**src/rtl/hack_pkg.sv**
```systemverilog
// Shared definitions for the Hack data memory block.
//   HACK_WORD_W / HACK_ADDR_W : native Hack word and address-bus widths.
//   RDW_READ_FIRST / RDW_WRITE_FIRST : read-during-write result selectors.
//   ram_state_t : clear-sequencer state encoding.
package hack_pkg;

  localparam int unsigned HACK_WORD_W = 16;
  localparam int unsigned HACK_ADDR_W = 16;

  localparam int unsigned RDW_READ_FIRST  = 0;
  localparam int unsigned RDW_WRITE_FIRST = 1;

  typedef enum logic {
    RAM_CLEAR,
    RAM_READY
  } ram_state_t;

endpackage

```
**src/rtl/hack_ram_clear_seq.sv**
```systemverilog
// Clear sequencer for hack_data_ram. It owns the CLEAR/READY state and the clear pointer, and
// walks the pointer over every word once after reset.
//   clk_i      : clock
//   reset_i    : synchronous active-high reset, restarts the sequence at word 0
//   busy_o     : clear in progress (decoded from the state register)
//   clr_we_o   : clear write strobe for the shared write port
//   clr_addr_o : word currently being cleared
module hack_ram_clear_seq
  import hack_pkg::*;
#(
  parameter int unsigned Depth        = 256,
  parameter int unsigned ClearOnReset = 1,
  localparam int unsigned IdxW        = $clog2(Depth)
) (
  input  logic            clk_i,
  input  logic            reset_i,
  output logic            busy_o,
  output logic            clr_we_o,
  output logic [IdxW-1:0] clr_addr_o
);

  ram_state_t      state_q, state_d;
  logic [IdxW-1:0] clr_ptr_q, clr_ptr_d;

  always_comb begin
    state_d   = state_q;
    clr_ptr_d = clr_ptr_q;
    if (reset_i) begin
      state_d   = (ClearOnReset != 0) ? RAM_CLEAR : RAM_READY;
      clr_ptr_d = '0;
    end else begin
      unique case (state_q)
        RAM_CLEAR: begin
          // Last word is written on this edge; the pointer parks instead of wrapping.
          if (clr_ptr_q == IdxW'(Depth - 1)) begin
            state_d = RAM_READY;
          end else begin
            clr_ptr_d = clr_ptr_q + IdxW'(1);
          end
        end
        RAM_READY: ;
        default:   state_d = RAM_READY;
      endcase
    end
  end

  always_ff @(posedge clk_i) begin
    state_q   <= state_d;
    clr_ptr_q <= clr_ptr_d;
  end

  assign busy_o     = (state_q == RAM_CLEAR);
  assign clr_we_o   = busy_o;
  assign clr_addr_o = clr_ptr_q;

endmodule

```
**src/rtl/hack_data_ram.sv**
```systemverilog
// Hack CPU data memory: single-port word RAM with a registered read port, a hardware clear
// sequence after reset, out-of-range detection and selectable read-during-write behaviour.
//   clk      : clock, all logic on the rising edge
//   reset    : synchronous active-high reset
//   data_in  : write data
//   addr     : word address (full Hack bus width)
//   we_M     : write enable
//   data_out : read data for the access issued the previous cycle
//   rd_valid : data_out holds a completed access
//   addr_err : previous-cycle access was out of range
//   busy     : clear in progress, accesses ignored
module hack_data_ram
  import hack_pkg::*;
#(
  parameter int unsigned DATA_W         = HACK_WORD_W,
  parameter int unsigned DEPTH          = 256,
  parameter int unsigned ADDR_W         = HACK_ADDR_W,
  parameter int unsigned RDW_MODE       = RDW_READ_FIRST,
  parameter int unsigned CLEAR_ON_RESET = 1
) (
  input  logic              clk,
  input  logic              reset,
  input  logic [DATA_W-1:0] data_in,
  input  logic [ADDR_W-1:0] addr,
  input  logic              we_M,
  output logic [DATA_W-1:0] data_out,
  output logic              rd_valid,
  output logic              addr_err,
  output logic              busy
);

  localparam int unsigned IdxW = $clog2(DEPTH);
  // One extra bit so DEPTH == 2**ADDR_W is representable.
  localparam logic [ADDR_W:0] DepthExt = (ADDR_W + 1)'(DEPTH);

  if (DEPTH < 2 || ((64'(DEPTH) - 64'd1) >> ADDR_W) != 64'd0) begin : g_bad_depth
    $fatal(1, "hack_data_ram: DEPTH must satisfy 2 <= DEPTH <= 2**ADDR_W");
  end

  logic            clr_we;
  logic [IdxW-1:0] clr_addr;

  hack_ram_clear_seq #(
    .Depth        (DEPTH),
    .ClearOnReset (CLEAR_ON_RESET)
  ) u_clear_seq (
    .clk_i      (clk),
    .reset_i    (reset),
    .busy_o     (busy),
    .clr_we_o   (clr_we),
    .clr_addr_o (clr_addr)
  );

  logic [DATA_W-1:0] mem [DEPTH];

  logic              in_range;
  logic [IdxW-1:0]   acc_idx;
  logic              mem_we;
  logic [IdxW-1:0]   mem_waddr;
  logic [DATA_W-1:0] mem_wdata;

  logic [DATA_W-1:0] data_out_q, data_out_d;
  logic              rd_valid_q, rd_valid_d;
  logic              addr_err_q, addr_err_d;

  // Range check on the full address so high addresses never alias into the array.
  assign in_range = ({1'b0, addr} < DepthExt);
  assign acc_idx  = addr[IdxW-1:0];

  // Single write port shared by the clear sequence and user writes; reset blocks both.
  always_comb begin
    mem_we    = 1'b0;
    mem_waddr = acc_idx;
    mem_wdata = data_in;
    if (!reset) begin
      if (busy) begin
        mem_we    = clr_we;
        mem_waddr = clr_addr;
        mem_wdata = '0;
      end else begin
        mem_we = we_M && in_range;
      end
    end
  end

  always_ff @(posedge clk) begin
    if (mem_we) begin
      mem[mem_waddr] <= mem_wdata;
    end
  end

  always_comb begin
    data_out_d = '0;
    rd_valid_d = 1'b0;
    addr_err_d = 1'b0;
    if (!reset && !busy) begin
      rd_valid_d = 1'b1;
      if (in_range) begin
        if (RDW_MODE == RDW_WRITE_FIRST && we_M) begin
          data_out_d = data_in;
        end else begin
          data_out_d = mem[acc_idx];
        end
      end else begin
        addr_err_d = 1'b1;
      end
    end
  end

  always_ff @(posedge clk) begin
    data_out_q <= data_out_d;
    rd_valid_q <= rd_valid_d;
    addr_err_q <= addr_err_d;
  end

  assign data_out = data_out_q;
  assign rd_valid = rd_valid_q;
  assign addr_err = addr_err_q;

endmodule

```
**config.mk**
```make
export PLATFORM = sky130hd
export DESIGN_NAME = hack_data_ram
export DESIGN_NICKNAME = d
export VERILOG_FILES = /design/src/rtl/hack_pkg.sv /design/src/rtl/hack_ram_clear_seq.sv /design/src/rtl/hack_data_ram.sv
export SDC_FILE = /design/constraint.sdc
export NUM_CORES = 2
export LEC_CHECK = 0
export CELL_PAD_IN_SITES_DETAIL_PLACEMENT = 1
export CELL_PAD_IN_SITES_GLOBAL_PLACEMENT = 1
export CORE_MARGIN = 2
export CORE_UTILIZATION = 45
export DETAILED_ROUTE_END_ITERATION = 10
export PLACE_DENSITY = 0.78
export SYNTH_ARGS = -nofsm -noshare
export SYNTH_HDL_FRONTEND = slang
export SYNTH_SLANG_ARGS = --single-unit
```
**constraint.sdc**
```tcl
create_clock -name clk -period 8.3 [get_ports clk]
set_input_delay 2.49 -clock clk [delete_from_list [all_inputs] [get_ports clk]]
set_output_delay 2.49 -clock clk [all_outputs]
set_load 0.01 [all_outputs]
```
==> flow_summary.yaml <==
setup_path:
  critPathMaxStageDelay_ns: 0.90
  worstPathRequired_ns: 9.12
  crit_path_top_delay_cell: "sky130_fd_sc_hd__nand2_1"
  path_common_cell: "sky130_fd_sc_hd__o22ai_1"
  timing.critical_path.to_type: "flip-flop"
  critical_path.startpoint_type: "input port"
  worst-setup-path-type: "in2reg"
  critical_path.cell_chain: "buf_6 > and2_2 > buf_4 > nand2_1 > o22ai_1 > nor4_1 > nand4_1 > o22ai_1"
  worstPathArrival_ns: 7.27
  cp_max_fo: 57
power_and_ir_drop:
  power.leakage_uw: 0.0573
  worst_ir_drop_vdd_mv: 0.189
  power_per_cell_area_nw_per_um2: 241
sta:
  finalMaxSlewViolations: 21
  timing_hold_violations_final: 0
  post-route-min-period_ns: 6.44
  slew_headroom_pct: -13.1
  hold_slack_ns: 0.691
  maxClockFrequency_mhz: 155
  unrepaired_setup_endpoints_after_global_routing: "false"
  setup_viol_count_final: 0
  setup-tns-final_ns: 0
  final.period_utilization_pct: 77.6
  finalClockSkew_ns: 0.0661
  tightest_slew_ns: 1.68
place:
  buffer_ports.inserted: 53
  dpl.hpwl_um: 316000
  gp_congestion: 0.967
synth:
  yosysMostFrequentCell: "sky130_fd_sc_hd__edfxtp_1"
  netlist_instances: 7528
  post-synth-top-area-cell: "sky130_fd_sc_hd__edfxtp_1"
  postSynth.asyncResetShare_pct: 0
  syn_area_um2: 159000
  postSynthRegisterBits: 4123
  syn-mean-instance-area_um2: 21.2
  synth_top_cells_by_area: "sky130_fd_sc_hd__edfxtp_1 (77%), sky130_fd_sc_hd__mux4_2 (11%), sky130_fd_sc_hd__mux2i_1 (3.0%)"
  yosysWarnings: 0
  commonest_cells_in_the_netlist: "sky130_fd_sc_hd__edfxtp_1 (4096), sky130_fd_sc_hd__mux4_2 (773), sky130_fd_sc_hd__mux2i_1 (475)"
  synth_edf_count: 4096
  synth.net_count: 7564
  post_synth_num_cell_types: 75
  synth_flop_cell: "sky130_fd_sc_hd__edfxtp_1"
  synth.yosys.seq_area_share_pct: 77.5
  yosysTopAreaCellShare_pct: 77.2
routing:
  detail_route.vias_per_cell: 6.57
  total_number_of_vias: 85900
  dr_iter_0_viols: 14200
  drc: 0
  finalWirelength_um: 508000
  dr.pass1.iters: 8
  wire_per_inst_um: 38.9
  final_antenna_net_count: 0
floorplan:
  placementRows: 218
  die_height_um: 599
  core_region_area_um2: 352000
  die_area_um2: 359000
  ioPinCount: 54
  initial_core_util_pct: 45.2
  die_width_um: 599
clock_network:
  cts_hold_buf: 0
  clock-sinks: 4123
  clock_tree.htree_level_count: 5
  cts_tree: "yes"
  clk_pin_slew_worst_paths_ns: 0.07
  cts_setup_buffers: 0
  insertion_delay_ns: 0.97
  clockBufferDepth: 4
  cts.repair.resized: 0
  clock_tree.root_cell: "sky130_fd_sc_hd__clkbuf_16"
  cts_buffers: 401
grt:
  antenna_found_initial: 42
  gr-usage-all-layers_pct: 28.2
  largest_net_degree_at_the_start_of_global_routing: 157
  first_global_vias: 86800
  grt-ovfl-total: 0
  grt_first_pass_wirelength_um: 707000
layout:
  fin_nets: 8038
  area.growth.synth_to_final_pct: 13.0
  share_of_cells_above_drive_strength_1_pct: 22.7
run_status:
  run_status: "finished, violations left"
  violations_in_the_final_reports: "capacitance limit, slew limit"
worst_hold_path:
  min-delay-path-class: "reg2reg"
run:
  drv.max_cap_violation_count: 4
[layout make-up]
cell class | instances | area (um^2)
antenna | 18 | 45.0
clock buffer | 491 | 10600
clock inverter | 245 | 2390
fill | 31300 | 172000
inverter | 4 | 21.3
multi-input combinational | 2952 | 32900
sequential | 4123 | 124000
tap | 4730 | 5920
timing repair buffer | 520 | 4670
[power breakdown]
part	switching, uW	total (uW)	internal [uW]
Combinational	1540	2160	624
Sequential	10.2	22900	22900
Clock	7950	18400	10400
Total	9490	43500	34000
[critical path, delay by kind of cell]
family | cells | cell delay (ns)
buffers and inverters | 2 | 0.53
AOI/OAI and AO/OA | 2 | 0.88
and+or+nand+nor | 4 | 2.99
[per-stage QoR]
stage / setup slack [ns] / util (%) / total power, uW / instance area, um^2 / std cells
2_1_floorplan: 1.09 / - / 24600 / 159000 / 7528
5_1_grt: 2.07 / 51.1 / 44200 / 180000 / 13100
3_5_place_dp: 1.08 / 47.4 / 25500 / 167000 / 12300
6_report: 1.86 / 51.1 / 43500 / 180000 / 13100
3_3_place_gp: 1.19 / 47.4 / 25400 / 167000 / 12300
4_1_cts: 2.08 / 51.1 / 43500 / 180000 / 13100
[routing by layer]
| metal | global-route usage, % | routed length, um | vias to the layer above | part of all wire [%] |
|---|---|---|---|---|
| li1 | - | - | 32700 | - |
| met1 | 37.1 | 178000 | 45000 | 35 |
| met2 | 43.0 | 233000 | 6852 | 46 |
| met3 | 7.63 | 65200 | 1306 | 13 |
| met4 | 15.1 | 31800 | 34 | 6.3 |
| met5 | 0 | 243 | - | 0.048 |
[cells in the final DEF, fill, tap and decap left out, types with 33 or more instances in the layout]
| cell | n |
|---|---|
| sky130_fd_sc_hd__edfxtp_1 | 4096 |
| sky130_fd_sc_hd__mux4_2 | 773 |
| sky130_fd_sc_hd__mux2i_1 | 475 |
| sky130_fd_sc_hd__buf_4 | 415 |
| sky130_fd_sc_hd__clkbuf_16 | 408 |
| sky130_fd_sc_hd__nor2_1 | 332 |
| sky130_fd_sc_hd__o22ai_1 | 206 |
| sky130_fd_sc_hd__nand2_1 | 158 |
| sky130_fd_sc_hd__nor3_1 | 111 |
| sky130_fd_sc_hd__o21ai_0 | 97 |
| sky130_fd_sc_hd__o221ai_1 | 97 |
| sky130_fd_sc_hd__clkinv_1 | 93 |
| sky130_fd_sc_hd__a21oi_1 | 90 |
| sky130_fd_sc_hd__a22oi_1 | 86 |
| sky130_fd_sc_hd__nand3_1 | 84 |
| sky130_fd_sc_hd__clkinv_2 | 76 |
| sky130_fd_sc_hd__clkbuf_1 | 75 |
| sky130_fd_sc_hd__nor4_1 | 50 |
| sky130_fd_sc_hd__buf_12 | 50 |
| sky130_fd_sc_hd__clkdlybuf4s50_1 | 46 |
| sky130_fd_sc_hd__bufinv_16 | 43 |
| sky130_fd_sc_hd__a211oi_1 | 40 |
| sky130_fd_sc_hd__mux4_1 | 36 |
| sky130_fd_sc_hd__nand4_1 | 35 |
| sky130_fd_sc_hd__a2111oi_0 | 33 |
[final timing paths]
kind,startpoint,to,slack (ns),cells past startpoint
setup / recovery,addr[2],data_out[10],1.86,8
hold / removal,u_clear_seq.clr_addr_o[1],u_clear_seq.clr_addr_o[1],0.69,2
setup reg to reg,u_clear_seq.state_q,data_out[0],3.85,7
hold reg to reg,u_clear_seq.clr_addr_o[1],u_clear_seq.clr_addr_o[1],0.69,2
[state kept, by name, indices dropped and copies added (netlist names)]
name                    count
addr_err                    1
rd_valid                    1
u_clear_seq.state_q         1
u_clear_seq.clr_addr_o      8
data_out                   16
mem                      4096
[logic make-up after synthesis]
kind of cell	after synthesis	share of synthesized area [%]
xor+xnor	7	0.0385
mux	1301	14.6
buf+inv	453	1.89
flops	4123	77.5
simple gates	887	2.63
fa+ha+maj	1	0.00785
compound gates	756	3.27
Note: power is estimated with default switching activity, not from simulation.
